$ cat src/rtl/mux2_rr_arbiter_pkg.sv
// Shared definitions for the two-source round-robin select path: source
// encodings, default widths and the output-stage state type.
package mux2_rr_arbiter_pkg;

  localparam logic SRC_A = 1'b1;
  localparam logic SRC_B = 1'b0;

  localparam int N_DEF    = 12;
  localparam int CNTW_DEF = 8;

  // The output register is either holding a word or not; FULL mirrors f_valid.
  typedef enum logic {
    EMPTY = 1'b0,
    FULL  = 1'b1
  } state_t;

endpackage

$ cat src/rtl/mux2_rr_arbiter_if.sv
// Bundle of the two requester handshakes, the consumer handshake and the
// status/debug outputs of mux2_rr_arbiter.
interface mux2_rr_arbiter_if
  import mux2_rr_arbiter_pkg::*;
#(
  parameter int N    = N_DEF,
  parameter int CNTW = CNTW_DEF
);

  // Handshake rule for every channel here: a word moves on a rising clk edge
  // exactly when valid and ready are both high; the producer holds valid and
  // data stable until that edge, and ready may depend combinationally on the
  // consumer's ready in the same cycle.
  logic            a_valid;
  logic [N-1:0]    a_data;
  logic            a_ready;
  logic            b_valid;
  logic [N-1:0]    b_data;
  logic            b_ready;
  logic            f_valid;
  logic [N-1:0]    f_data;
  logic            f_ready;
  logic            s_out;
  logic [CNTW-1:0] cnt_a;
  logic [CNTW-1:0] cnt_b;
  state_t          dbg_state;
  logic            dbg_pri;

  modport slave (
    input  a_valid, a_data, b_valid, b_data, f_ready,
    output a_ready, b_ready, f_valid, f_data, s_out, cnt_a, cnt_b,
           dbg_state, dbg_pri
  );

  modport master (
    output a_valid, a_data, b_valid, b_data, f_ready,
    input  a_ready, b_ready, f_valid, f_data, s_out, cnt_a, cnt_b,
           dbg_state, dbg_pri
  );

endinterface

$ cat src/rtl/mux2_rr_arbiter_rr_arb2.sv
// Two-way round-robin grant logic, purely combinational; the caller owns the
// priority pointer and decides when grants are allowed through en.
module rr_arb2
  import mux2_rr_arbiter_pkg::*;
(
  input  logic req_a,
  input  logic req_b,
  input  logic pri,
  input  logic en,
  output logic gnt_a,
  output logic gnt_b,
  output logic any
);

  always_comb begin
    gnt_a = 1'b0;
    gnt_b = 1'b0;
    if (en) begin
      // A tie is the only case where the pointer matters.
      if (req_a && req_b) begin
        gnt_a = (pri == SRC_A);
        gnt_b = (pri == SRC_B);
      end else begin
        gnt_a = req_a;
        gnt_b = req_b;
      end
    end
    any = gnt_a | gnt_b;
  end

endmodule

$ cat src/rtl/mux2_rr_arbiter.sv
// Round-robin share of one N-bit 2:1 select between requesters A and B,
// captured in a single valid/ready output register with per-source counters.
module mux2_rr_arbiter
  import mux2_rr_arbiter_pkg::*;
#(
  parameter int N    = N_DEF,
  parameter int CNTW = CNTW_DEF
)(
  input  logic               clk,
  input  logic               rst,
  mux2_rr_arbiter_if.slave   bus
);

  state_t          state_q, state_d;
  logic            pri_q;
  logic [N-1:0]    f_data_q;
  logic            s_q;
  logic [CNTW-1:0] cnt_a_q;
  logic [CNTW-1:0] cnt_b_q;

  logic            load_en;
  logic            gnt_a;
  logic            gnt_b;
  logic            any;
  logic            sel;
  logic [N-1:0]    mux_out;

  localparam logic [CNTW-1:0] CNT_MAX = '1;

  // The register can take a word when it is empty or its word leaves now.
  assign load_en = (state_q == EMPTY) | bus.f_ready;

  // Reset also blocks grants so no requester sees ready while rst is high.
  rr_arb2 u_arb (
    .req_a (bus.a_valid),
    .req_b (bus.b_valid),
    .pri   (pri_q),
    .en    (load_en & ~rst),
    .gnt_a (gnt_a),
    .gnt_b (gnt_b),
    .any   (any)
  );

  assign sel     = gnt_a ? SRC_A : SRC_B;
  assign mux_out = (sel == SRC_A) ? bus.a_data : bus.b_data;

  always_comb begin
    state_d = state_q;
    if (load_en) begin
      state_d = any ? FULL : EMPTY;
    end
  end

  always_ff @(posedge clk or posedge rst) begin
    if (rst) begin
      state_q <= EMPTY;
    end else begin
      state_q <= state_d;
    end
  end

  // Data and source only change on a grant; a drain keeps the last word.
  always_ff @(posedge clk or posedge rst) begin
    if (rst) begin
      f_data_q <= '0;
      s_q      <= 1'b0;
      pri_q    <= SRC_A;
    end else if (any) begin
      f_data_q <= mux_out;
      s_q      <= sel;
      pri_q    <= ~sel;
    end
  end

  always_ff @(posedge clk or posedge rst) begin
    if (rst) begin
      cnt_a_q <= '0;
      cnt_b_q <= '0;
    end else begin
      if (gnt_a && (cnt_a_q != CNT_MAX)) begin
        cnt_a_q <= cnt_a_q + 1'b1;
      end
      if (gnt_b && (cnt_b_q != CNT_MAX)) begin
        cnt_b_q <= cnt_b_q + 1'b1;
      end
    end
  end

  assign bus.a_ready   = gnt_a;
  assign bus.b_ready   = gnt_b;
  assign bus.f_valid   = (state_q == FULL);
  assign bus.f_data    = f_data_q;
  assign bus.s_out     = s_q;
  assign bus.cnt_a     = cnt_a_q;
  assign bus.cnt_b     = cnt_b_q;
  assign bus.dbg_state = state_q;
  assign bus.dbg_pri   = pri_q;

endmodule

$ cat src/flat_wrapper.sv
// flat-port wrapper written by rule: the top's interface ports become plain ports
module mux2_rr_arbiter_flat import mux2_rr_arbiter_pkg::*;
#(
  parameter int N    = N_DEF,
  parameter int CNTW = CNTW_DEF
)
  (clk, rst, bus_a_valid, bus_a_data, bus_b_valid, bus_b_data, bus_f_ready, bus_a_ready, bus_b_ready, bus_f_valid, bus_f_data, bus_s_out, bus_cnt_a, bus_cnt_b, bus_dbg_state, bus_dbg_pri);
  mux2_rr_arbiter_if #(.N(N), .CNTW(CNTW)) bus_i ();
  input  logic clk;
  input  logic rst;
  input wire logic [$bits(bus_i.a_valid)-1:0] bus_a_valid;
  input wire logic [$bits(bus_i.a_data)-1:0] bus_a_data;
  input wire logic [$bits(bus_i.b_valid)-1:0] bus_b_valid;
  input wire logic [$bits(bus_i.b_data)-1:0] bus_b_data;
  input wire logic [$bits(bus_i.f_ready)-1:0] bus_f_ready;
  output wire logic [$bits(bus_i.a_ready)-1:0] bus_a_ready;
  output wire logic [$bits(bus_i.b_ready)-1:0] bus_b_ready;
  output wire logic [$bits(bus_i.f_valid)-1:0] bus_f_valid;
  output wire logic [$bits(bus_i.f_data)-1:0] bus_f_data;
  output wire logic [$bits(bus_i.s_out)-1:0] bus_s_out;
  output wire logic [$bits(bus_i.cnt_a)-1:0] bus_cnt_a;
  output wire logic [$bits(bus_i.cnt_b)-1:0] bus_cnt_b;
  output wire logic [$bits(bus_i.dbg_state)-1:0] bus_dbg_state;
  output wire logic [$bits(bus_i.dbg_pri)-1:0] bus_dbg_pri;
  assign bus_i.a_valid = bus_a_valid;
  assign bus_i.a_data = bus_a_data;
  assign bus_i.b_valid = bus_b_valid;
  assign bus_i.b_data = bus_b_data;
  assign bus_i.f_ready = bus_f_ready;
  assign bus_a_ready = bus_i.a_ready;
  assign bus_b_ready = bus_i.b_ready;
  assign bus_f_valid = bus_i.f_valid;
  assign bus_f_data = bus_i.f_data;
  assign bus_s_out = bus_i.s_out;
  assign bus_cnt_a = bus_i.cnt_a;
  assign bus_cnt_b = bus_i.cnt_b;
  assign bus_dbg_state = bus_i.dbg_state;
  assign bus_dbg_pri = bus_i.dbg_pri;
  mux2_rr_arbiter #(.N(N), .CNTW(CNTW)) u_core (.clk(clk), .rst(rst), .bus(bus_i));
endmodule
$ cat config.mk
export PLATFORM = sky130hd
export DESIGN_NAME = mux2_rr_arbiter_flat
export DESIGN_NICKNAME = d
export VERILOG_FILES = /design/src/rtl/mux2_rr_arbiter_pkg.sv /design/src/rtl/mux2_rr_arbiter_if.sv /design/src/rtl/mux2_rr_arbiter_rr_arb2.sv /design/src/rtl/mux2_rr_arbiter.sv /design/src/flat_wrapper.sv
export SDC_FILE = /design/constraint.sdc
export NUM_CORES = 1
export LEC_CHECK = 0
export ABC_AREA = 1
export BUFFER_PORTS_ARGS = -buffer_cell sky130_fd_sc_hd__buf_2
export CAP_MARGIN = 20
export CORE_MARGIN = 4
export CORE_UTILIZATION = 50
export DETAILED_ROUTE_END_ITERATION = 12
export GPL_ROUTABILITY_DRIVEN = 0
export PLACE_DENSITY = 0.92
export SYNTH_ARGS = -nofsm -noshare
export SYNTH_HDL_FRONTEND = slang
export SYNTH_SLANG_ARGS = --single-unit
$ cat constraint.sdc
create_clock -name clk -period 1.67 [get_ports clk]
set_input_delay 0 -clock clk [delete_from_list [all_inputs] [get_ports clk]]
set_output_delay 0 -clock clk [all_outputs]
set_load 0.02 [all_outputs]
# After elaboration in Yosys (flattened, before gate mapping)
# Index checks and enable logic that the tools add are counted.
dict set report totals {
  input_bits 29
  wordCells 27
  out_inout_bits 34
  regBits 31
}
dict set report op_classes {
  mux 7
  n_bitwise 7
  n_reduce_logical 3
  addsub 2
  eq_ne 2
}
# operator n
set ops {}
lappend ops {{adder 8 x 1 -> 8 bit (second input constant)} 2}
lappend ops {{!= test 8 bit (second input constant)} 2}
lappend ops {{2-to-1 mux 12 bit} 1}
lappend ops {{2-to-1 mux 1 bit} 6}
lappend ops {{NOT 1 bit} 4}
lappend ops {{logical AND 1 bit} 3}
lappend ops {{bitwise OR 1 bit} 2}
lappend ops {{bitwise AND 1 bit} 1}

# Depth between registers and ports, before layout
# Gate-level depths: netlist (run 1).
dict set report logic_depth {
  word_depth 6
  mapped_depth 8
  mapped_depth_nobuf 8
}

# By module
# Synthesis (run 1) repeated with hierarchy kept, for this count alone.
dict set report unflattened {
  cells_unflattened 215
  hier_area_um2 1654.1
}
# mod seq_area_each_um2 n_inst area_each_um2 cells_each
set by_module_without_submodules {}
lappend by_module_without_submodules {mux2_rr_arbiter 777.0 1 1629.1 209}
lappend by_module_without_submodules {rr_arb2 0.0 1 25.0 6}

# Worst setup path after synthesis (run 1)
# Ideal clock, no wire load.
dict set report synth_path {
  kind {input -> register}
  start {input port rst}
  end {register u_core.cnt_b_q[4] (netlist: u_core.bus.cnt_b[4])}
  setup_ns 0.117
  required_time_ns 1.553
  path_slack_ns 0.138
  n_path_buf 0
  t_arrival_ns 1.415
  path_stages 6
  cell_sequence {inv_1 nand4_1 inv_1 nand2_2 nand2_1 nand2_1}
}
dict set report synth_via {
  elab_chain_len 4
}
# item line
set synth_lines {}
lappend synth_lines {{from (decl)} flat_wrapper.sv:10} ;# input logic rst;
lappend synth_lines {{NOT 1 bit} mux2_rr_arbiter.sv:38} ;# .en (load_en & ~rst),
lappend synth_lines {{bitwise AND 1 bit} mux2_rr_arbiter.sv:38}
lappend synth_lines {{2-to-1 mux 1 bit} mux2_rr_arbiter_rr_arb2.sv:18} ;# if (en) begin
lappend synth_lines {{via bus_b_ready} flat_wrapper.sv:17} ;# output wire logic [$bits(bus_i.b_ready)-1:0] bus_b_ready;
lappend synth_lines {{logical AND 1 bit} mux2_rr_arbiter.sv:83} ;# if (gnt_b && (cnt_b_q != CNT_MAX)) begin
lappend synth_lines {{to (signal assigned)} mux2_rr_arbiter.sv:84} ;# cnt_b_q <= cnt_b_q + 1'b1;
lappend synth_lines {{to (decl)} mux2_rr_arbiter.sv:19} ;# logic [CNTW-1:0] cnt_b_q;
# The timed path passes the listed nets, and every way through them passes these cells.
# A chain may end at the register's enable or synchronous reset.

# Worst setup path in the final report (run 1)
dict set report layout_path {
  start {register u_core.pri_q (netlist: u_core.bus.dbg_pri)}
  end {output port bus_a_ready}
}
dict set report layout_via {
  elab_chain_len 2
}
# item line
set layout_lines {}
lappend layout_lines {{from (decl)} mux2_rr_arbiter.sv:15} ;# logic pri_q;
lappend layout_lines {{from (signal assigned)} mux2_rr_arbiter.sv:71} ;# pri_q <= ~sel;
lappend layout_lines {{2-to-1 mux 1 bit} mux2_rr_arbiter_rr_arb2.sv:20} ;# if (req_a && req_b) begin
lappend layout_lines {{2-to-1 mux 1 bit} mux2_rr_arbiter_rr_arb2.sv:18}
lappend layout_lines {{to (decl)} flat_wrapper.sv:16} ;# output wire logic [$bits(bus_i.a_ready)-1:0] bus_a_ready;
# No other way between the ends.

==> results.sh, run 1 <==
export IMPL_setup_tns_ps=0
export IMPL_r2r_worst_path_cells=6
export IMPL_cts_buffer_depth=2
export IMPL_row_count=21
export IMPL_synth_edf_count=0
export IMPL_endpoint="bus_a_ready"
export IMPL_detail_route_wl_per_cell_um=13.6
export IMPL_drt_pass1_iter_count=4
export IMPL_ys_ff_latch=31
export IMPL_ant_nets=0
export IMPL_numCtsBuffers=5
export IMPL_fin_crit_ps=1560
export IMPL_endpoint_kind="primary output"
export IMPL_dp_hpwl_um=3160
export IMPL_p_per_area_nw_per_um2=1020
export IMPL_root_buffer="clkbuf_4"
export IMPL_cp_arrival_ps=1560
export IMPL_ff2ff_setup_slack_ps=250
export IMPL_final_cell_mix="114 x nand2_1, 62 x buf_2, 40 x inv_1"
export IMPL_worstHoldPathType="in2reg"
export IMPL_gr_total_overflow=0
export IMPL_syn_area_um2=1810
export IMPL_status="complete, but fails checks"
export IMPL_synth_fp_nets=287
export IMPL_leakage_nw=1.49
export IMPL_r2r_start="u_core.bus.dbg_state$_DFFE_PP0P_"
export IMPL_setup_viol=0
export IMPL_grt_max_degree=18
export IMPL_ir_drop_v=0.000686
export IMPL_initial_core_util=0.530
export IMPL_rsz0062_at_grt="no"
export IMPL_drive_gt1_frac=0.249
export IMPL_antenna_found_initial=0
export IMPL_crit_cells=5
export IMPL_start_kind="flop"
export IMPL_slew_viol_final=0
export IMPL_cp_required_ps=1670
export IMPL_die_area_um2=4650
export IMPL_ys_flop_type="dfrtp_1"
export IMPL_crit_chain="inv_1 -> a21oi_4 -> nand2_4 -> inv_2 -> buf_2"
export IMPL_cts_reportedPaths_clkPinSlew_ps=110
export IMPL_tightest_slew_ps=355
export IMPL_crit_type="reg2out"
export IMPL_area_growth_pct=36.7
export IMPL_fp_dieH_um=68.2
export IMPL_nNetsFinal=379
export IMPL_cts_tree="built"
export IMPL_pin_count=63
export IMPL_h_tree_depth=2
export IMPL_clock_sinks=31
export IMPL_period_share=0.936
export IMPL_reg2reg_to="u_core.bus.f_data[0]$_DFFE_PP0P_"
export IMPL_syn_inst=256
export IMPL_fmax_ghz=0.640
export IMPL_grt_pass1_vias=2021
export IMPL_maxSlewHeadroom=0.763
export IMPL_grt_pass1_wl_um=9220
export IMPL_seq_area_frac_synth=0.429
export IMPL_stdcell_area_um2=2470
export IMPL_clk_latency_ps=350
export IMPL_drc=0
export IMPL_path_delay_family="flip-flops"
export IMPL_port_buffers=62
export IMPL_dr_first_iter_drc_count=229
export IMPL_path_max_fanout=16
export IMPL_violations="negative hold slack"
export IMPL_cts_resized=0
export IMPL_post_cts_buffers=0
export IMPL_final_common_cell="nand2_1"
export IMPL_cp_num_buf_inv=3
export IMPL_coreArea_um2=3420
export IMPL_whs_ps=-5.64
export IMPL_drt_wl_total_um=5380
export IMPL_via_count=2017
export IMPL_diodes=0
export IMPL_grt_total_usage=0.274
export IMPL_syn_avg_cell_area_um2=7.07
export IMPL_die_w_um=68.2
export IMPL_post_drt_via_cell_ratio=5.11
export IMPL_slowest_delay_ps=570
export IMPL_cp_startpoint="u_core.bus.dbg_pri$_DFFE_PP1P_"
export IMPL_fin_skew_ps=15.0
export IMPL_synthArstFlopShare=1.00
export IMPL_total_power_mw=2.53
export IMPL_hold_viol_final=1
export IMPL_cap_violations=0
export IMPL_utilization=0.725
export IMPL_placed_cell_area_um2=2170
export IMPL_cp_slowest_cell="dfstp_2"
export IMPL_ys_types=25
export IMPL_ys_warn_count=0
[cell usage after synthesis (2+ instances only)]
library cell	count	area share
nand2_1	114	0.24
o21ai_0	3	0.0083
ha_1	2	0.014
inv_2	2	0.0041
a21oi_2	2	0.0097
xor2_1	2	0.0097
nor2_1	5	0.010
buf_6	2	0.012
nand2_2	2	0.0069
inv_1	40	0.083
nand3b_1	3	0.012
nand3_1	30	0.083
buf_4	3	0.012
nand4_1	2	0.0069
xnor2_1	4	0.019
nor2_2	2	0.0069
dfrtp_1	30	0.41
[how the worst min path moves through the flow]
stage | start | to | slack (ps) | cells past startpoint
6_report | bus_a_data[4] | u_core.bus.f_data[4]$_DFFE_PP0P_ | -6 | 5
3_5_place_dp | rst | u_core.bus.f_data[0]$_DFFE_PP0P_ | 110 | 3
4_1_cts | bus_a_data[4] | u_core.bus.f_data[4]$_DFFE_PP0P_ | 4 | 5
3_3_place_gp | rst | u_core.bus.f_data[0]$_DFFE_PP0P_ | 110 | 3
5_1_grt | bus_a_data[4] | u_core.bus.f_data[4]$_DFFE_PP0P_ | 50 | 5
2_1_floorplan | rst | u_core.bus.cnt_a[0]$_DFFE_PP0P_ | 120 | 1
[metal layers]
metal | global-route usage | vias up | wire, um
li1 | - | 957 | -
met1 | 0.302 | 929 | 1980
met2 | 0.471 | 99 | 2690
met3 | 0.0624 | 32 | 388
met4 | 0.179 | 0 | 330
met5 | 0 | - | 0
[where the power goes]
group / leakage (nW) / switching [mW] / internal, mW
sequential: 0.396 / 0.178 / 0.913
combinational: 1.05 / 0.571 / 0.345
clock: 0.0386 / 0.270 / 0.248
[cell families (layout without fill, tap and decap cells)]
group | count (synthesis) | count (layout) | share of synthesized area
adders and majority gates | 2 | 2 | 0.0138
and+or+nand+nor | 162 | 162 | 0.384
AOI/OAI and AO/OA | 7 | 7 | 0.0297
buffers and inverters | 48 | 141 | 0.115
DFF | 31 | 31 | 0.429
xor gates and xnor gates | 6 | 6 | 0.0290
[tightest hold or removal path: stages]
cell,delay (ps)
buf_2,80
inv_1,30
nand3_1,60
nand3_1,80
nand2_1,70
[per-stage QoR]
step	std cells	setup slack (ps)
3_5_place_dp	363	286
4_1_cts	395	108
2_1_floorplan	256	138
6_report	395	106
3_3_place_gp	363	329
5_1_grt	395	22.1
[final cells by class]
cell class | count | area (um^2)
Clock buffer | 8 | 68.8
Fill cell | 246 | 941
Inverter | 42 | 158
Multi-Input combinational cell | 177 | 826
Sequential cell | 31 | 777
Tap cell | 46 | 57.6
Timing Repair Buffer | 91 | 588
[state kept, by name, indices dropped and copies added (netlist names)]
name                  count
u_core.bus.f_data        12
u_core.bus.dbg_pri        1
u_core.bus.s_out          1
u_core.bus.cnt_a          8
u_core.bus.dbg_state      1
u_core.bus.cnt_b          8
[timing repair]
| item | 4_1_cts | 5_1_grt |
|---|---|---|
| endpoints found under the setup margin | 0 | 0 |
| endpoints found under the hold margin | 44 | 0 |
| hold buffers | 24 | 0 |
Note: power is estimated with default switching activity, not from simulation.
==> run 2: changes to the inputs <==
Settings changed: CORE_UTILIZATION 50 to 52, CTS_BUF_LIST from default to sky130_fd_sc_hd__clkbuf_8, PLACE_DENSITY 0.92 to 0.95.
==> run 2 against run 1 <==
Net effect:
- the flow now finishes without violations
- combinational power decreased by 6.7%
- via count decreased by 10%
- wire length decreased by 21%
- clock-buffer cell count decreased by 3
- hold slack improved by 16 ps
- final cell count decreased by 5.8%
- largest power group unchanged
==> results.sh, run 2 (synthesis gave the netlist of run 1 again) <==
export IMPL_status="complete, no violations"
export IMPL_met3_usage=0.0455
export IMPL_grt_total_usage=0.221
export IMPL_cp_required_ps=1670
export IMPL_setup_viol=0
export IMPL_start_kind="flop"
export IMPL_register_area_um2=777
export IMPL_met1_usage=0.251
export IMPL_h_tree_depth=2
export IMPL_drc=0
export IMPL_row_count=21
export IMPL_cap_violations=0
export IMPL_setup_tns_ps=0
export IMPL_diodes=0
export IMPL_coreArea_um2=3340
export IMPL_clock_sinks=31
export IMPL_via_count=1813
export IMPL_root_buffer="clkbuf_8"
export IMPL_post_drt_via_cell_ratio=4.87
export IMPL_crit_type="reg2out"
export IMPL_initial_core_util=0.543
export IMPL_cts_tree="built"
export IMPL_final_cell_mix="114 x nand2_1, 62 x buf_2, 41 x inv_1"
export IMPL_slew_viol_final=0
export IMPL_maxSlewHeadroom=0.786
export IMPL_detail_route_wl_per_cell_um=11.5
export IMPL_fmax_ghz=0.676
export IMPL_cts_resized=0
export IMPL_p_per_area_nw_per_um2=1220
export IMPL_cp_arrival_ps=1480
export IMPL_cts_buffer_depth=2
export IMPL_port_buffers=62
export IMPL_multi_input_area_um2=826
export IMPL_period_share=0.885
export IMPL_leakage_nw=1.42
export IMPL_nNetsFinal=356
export IMPL_crit_chain="inv_1 -> a21oi_4 -> nand2_4 -> inv_2 -> buf_2"
export IMPL_hold_viol_final=0
export IMPL_final_cell_count_no_fill=372
export IMPL_fp_dieH_um=67.0
export IMPL_die_area_um2=4490
export IMPL_fin_crit_ps=1480
export IMPL_drt_pass1_iter_count=4
export IMPL_pin_count=63
export IMPL_grt_use_met2=0.373
export IMPL_cts_reportedPaths_clkPinSlew_ps=70
export IMPL_slowest_delay_ps=550
export IMPL_area_growth_pct=27.5
export IMPL_utilization=0.692
export IMPL_endpoint_kind="primary output"
export IMPL_dr_first_iter_drc_count=130
export IMPL_grt_pass1_vias=1744
export IMPL_die_w_um=67.0
export IMPL_worstHoldPathType="in2reg"
export IMPL_path_max_fanout=16
export IMPL_grt_pass1_wl_um=7400
export IMPL_largest_reg_flops=12
export IMPL_tightest_slew_ps=321
export IMPL_grt_max_degree=17
export IMPL_fin_skew_ps=2.49
export IMPL_antenna_found_initial=0
export IMPL_ff2ff_setup_slack_ps=260
export IMPL_ant_nets=0
export IMPL_total_power_mw=2.81
export IMPL_dp_hpwl_um=3210
export IMPL_final_common_cell="nand2_1"
export IMPL_drive_gt1_frac=0.267
export IMPL_gr_total_overflow=0
export IMPL_ir_drop_v=0.000807
export IMPL_top_usage_layer="met2"
export IMPL_numCtsBuffers=5
export IMPL_rsz0062_at_grt="no"
export IMPL_fill_cells=297
export IMPL_drt_wl_total_um=4280
export IMPL_cp_slowest_cell="dfstp_2"
export IMPL_dp_cells=363
export IMPL_clk_latency_ps=280
-- run 2: cell types whose count changed in the layout (fill, tap and decap cells not counted) --
cell / before / now
clkbuf_1: 1 / 0
bufinv_16: 0 / 2
dlygate4sd3_1: 24 / 1
clkbuf_8: 2 / 5
inv_1: 40 / 41
clkbuf_4: 5 / 0
-- run 2: path summary, 6_finish.rpt --
path                                                   from                               end  depth (start not counted)
max                          u_core.bus.dbg_pri$_DFFE_PP1P_                       bus_a_ready                          5
min                                           bus_b_data[9]  u_core.bus.f_data[9]$_DFFE_PP0P_                          5
max reg2reg                 u_core.bus.cnt_b[0]$_DFFE_PP0P_   u_core.bus.cnt_b[4]$_DFFE_PP0P_                          6
min reg2reg                u_core.bus.f_data[4]$_DFFE_PP0P_  u_core.bus.f_data[4]$_DFFE_PP0P_                          2
max in group asynchronous                               rst    u_core.bus.dbg_pri$_DFFE_PP1P_                          4
min in group asynchronous                               rst  u_core.bus.f_data[0]$_DFFE_PP0P_                          4
-- run 2: cell type report --
cell class	count	share of cell area
Multi-Input combinational cell	177	0.358
Sequential cell	31	0.337
Timing Repair Buffer	68	0.155
Inverter	42	0.0683
Clock buffer	5	0.0298
Clock inverter	3	0.0276
Tap cell	46	0.0249
-- run 2: power by group --
| group | leakage (nW) | total, mW | switching [mW] | internal (mW) |
|---|---|---|---|---|
| clock | 0.0695 | 0.874 | 0.284 | 0.590 |
| combinational | 0.957 | 0.855 | 0.544 | 0.310 |
| sequential | 0.396 | 1.08 | 0.170 | 0.914 |
-- run 2: routing by layer --
| metal | wire length (um) | part of all wire |
|---|---|---|
| met5 | 0 | 0 |
| met4 | 158 | 0.037 |
| met3 | 313 | 0.073 |
| met2 | 2070 | 0.48 |
| met1 | 1730 | 0.40 |
-- run 2: repair_timing --
action,4_1_cts,5_1_grt
buffers inserted,0,0
endpoints found under the hold margin,30,0
hold buffers,1,0
-- run 2: per-stage QoR --
step / hold slack (ps) / cell area, um^2 / worst slack [ps]
4_1_cts: 4.63 / 2310 / 177
3_5_place_dp: 123 / 2170 / 285
5_1_grt: 36.7 / 2310 / 95.0
3_3_place_gp: 118 / 2170 / 310
2_1_floorplan: 120 / 1810 / 138
6_report: 10.6 / 2310 / 192
-- run 2: critical path: cells and delay by family (launching register included) --
kind                   cells  cell delay [ps]
AO/OA/AOI/OAI              1              160
flip-flops                 1              550
AND/OR/NAND/NOR            1              160
buffers and inverters      3              330
==> run 3: changes to the inputs <==
Settings changed: BUFFER_PORTS_ARGS -buffer_cell sky130_fd_sc_hd__buf_2 to default, CORE_UTILIZATION 52 to 65, DONT_BUFFER_PORTS from default to 1, PLACE_DENSITY 0.95 to 0.93, REMOVE_ABC_BUFFERS from default to 1, TNS_END_PERCENT from default to 10.
==> run 3 against run 2 <==
Net effect:
- non-clock buffer count fell by 32
- critical path type unchanged
- highest routed layer unchanged
- final cell count fell by 13%
- clock skew rose by 3.1 ps
- core utilization rose by 17 points
==> results.sh, run 3 (synthesis gave the netlist of run 1 again) <==
export IMPL_pwr_share_clk=0.237
export IMPL_dp_hpwl_um=2920
export IMPL_cts_reportedPaths_clkPinSlew_ps=60
export IMPL_setup_tns_ps=0
export IMPL_antenna_found_initial=0
export IMPL_status="complete, no violations"
export IMPL_via_count=1802
export IMPL_diodes=0
export IMPL_setup_viol=0
export IMPL_p_sw_mw=1.00
export IMPL_post_cts_buffers=0
export IMPL_worstHoldPathType="in2reg"
export IMPL_multi_input_area_um2=826
export IMPL_placed_cell_area_um2=1870
export IMPL_fp_dieH_um=60.8
export IMPL_min_path_cells=3
export IMPL_gr_total_overflow=0
export IMPL_die_area_um2=3690
export IMPL_largest_reg_flops=12
export IMPL_drive_gt1_frac=0.102
export IMPL_port_buffers=0
export IMPL_grt_max_degree=24
export IMPL_tightest_slew_ps=418
export IMPL_drc=0
export IMPL_grt_total_usage=0.321
export IMPL_start_kind="flop"
export IMPL_grt_pass1_vias=1870
export IMPL_endpoint_kind="primary output"
export IMPL_cp_arrival_ps=1640
export IMPL_p_per_area_nw_per_um2=1130
export IMPL_final_common_cell="nand2_1"
export IMPL_grt_pass1_wl_um=8520
export IMPL_ff2ff_setup_slack_ps=80
export IMPL_combPwrFrac=0.277
export IMPL_cts_buffer_depth=2
export IMPL_cap_violations=0
export IMPL_maxSlewHeadroom=0.721
export IMPL_leakage_nw=1.27
export IMPL_dr_first_iter_drc_count=124
export IMPL_utilization=0.866
export IMPL_ant_nets=0
export IMPL_pin_count=63
export IMPL_area_growth_pct=22.9
export IMPL_switching_share=0.399
export IMPL_detail_route_wl_per_cell_um=15.9
export IMPL_drt_wl_total_um=5140
export IMPL_clk_latency_ps=280
export IMPL_nNetsFinal=324
export IMPL_h_tree_depth=2
export IMPL_numCtsBuffers=5
export IMPL_fmax_ghz=0.611
export IMPL_cts_tree="built"
export IMPL_register_area_um2=777
export IMPL_hp_start="rst"
export IMPL_drt_pass1_iter_count=4
export IMPL_coreArea_um2=2570
export IMPL_crit_type="reg2out"
export IMPL_fin_skew_ps=5.60
export IMPL_slew_viol_final=0
export IMPL_hold_viol_final=0
export IMPL_initial_core_util=0.705
export IMPL_path_max_fanout=16
export IMPL_fin_crit_ps=1640
export IMPL_holdPathEnd="u_core.bus.s_out$_DFFE_PP0P_"
export IMPL_reg2reg_to="u_core.bus.cnt_a[5]$_DFFE_PP0P_"
export IMPL_post_drt_via_cell_ratio=5.56
export IMPL_die_w_um=60.8
export IMPL_fill_cells=131
export IMPL_dp_cells=290
export IMPL_r2r_worst_path_cells=7
export IMPL_root_buffer="clkbuf_8"
export IMPL_period_share=0.980
export IMPL_final_cell_mix="114 x nand2_1, 41 x inv_1, 30 x nand3_1, 30 x dfrtp_1, 26 x dlygate4sd3_1"
export IMPL_r2r_start="u_core.bus.dbg_pri$_DFFE_PP1P_"
export IMPL_final_cell_count_no_fill=324
export IMPL_p_int_mw=1.51
export IMPL_cp_required_ps=1670
export IMPL_row_count=18
export IMPL_clock_sinks=31
export IMPL_stdcell_area_um2=2220
export IMPL_rsz0062_at_grt="yes"
export IMPL_seqPwrFrac=0.486
export IMPL_ir_drop_v=0.00100
-- run 3: per-stage QoR --
stage / total power, mW / hold slack, ps / worst slack, ps
6_report: 2.52 / 63.9 / 33.5
4_1_cts: 2.50 / 32.7 / 108
5_1_grt: 2.67 / 71.4 / -23.1
3_5_place_dp: 1.86 / -111 / 186
2_1_floorplan: 1.63 / 120 / 2.00
3_3_place_gp: 1.83 / -117 / 237
-- run 3: final cells by class --
class | count | share of cell area
repair buffers | 36 | 0.151
well taps | 30 | 0.0169
inverters | 42 | 0.0709
clock buffers | 6 | 0.0371
clock inverters | 2 | 0.00394
flip-flops and latches | 31 | 0.349
multi-input cells | 177 | 0.371
-- run 3: per-layer routing --
metal	track usage	up-vias	wire length (um)	part of all wire
li1	-	851	-	-
met1	0.331	822	1800	0.35
met2	0.553	102	2590	0.50
met3	0.128	27	496	0.096
met4	0.183	0	251	0.049
met5	0	-	0	0
-- run 3: critical path, cell delays in order (launching register included) --
cell     delay [ps]
dfstp_2         620
inv_1           120
a21oi_4         190
nand2_4         170
inv_2           110
buf_4           140
-- run 3: power by group through the flow --
stage	Clock [mW]	Sequential, mW	Combinational, mW
after floorplan	0	1.28	0.358
after global placement	0	1.22	0.603
after detailed placement	0	1.24	0.628
after CTS	0.604	1.22	0.679
after global routing	0.636	1.25	0.789
final	0.596	1.23	0.698
-- run 3: worst max-delay path by stage --
stage	from	end	slack, ps	cells past startpoint
finish	u_core.bus.dbg_pri$_DFFE_PP1P_	bus_a_ready	30	5
global route	u_core.bus.dbg_pri$_DFFE_PP1P_	bus_a_ready	-20	5
CTS	u_core.bus.dbg_pri$_DFFE_PP1P_	bus_a_ready	110	5
detailed placement	u_core.bus.dbg_pri$_DFFE_PP1P_	u_core.bus.cnt_a[5]$_DFFE_PP0P_	190	7
global placement	u_core.bus.dbg_pri$_DFFE_PP1P_	u_core.bus.cnt_a[6]$_DFFE_PP0P_	240	7
floorplan	u_core.bus.dbg_state$_DFFE_PP0P_	u_core.bus.cnt_a[6]$_DFFE_PP0P_	2	6
-- run 3: what timing repair did --
| item | in CTS | in global routing |
|---|---|---|
| hold buffers | 26 | 0 |
| setup endpoints to repair | 0 | 3 |
| gates resized for setup | 0 | 0 |
| hold endpoints to repair | 21 | 0 |
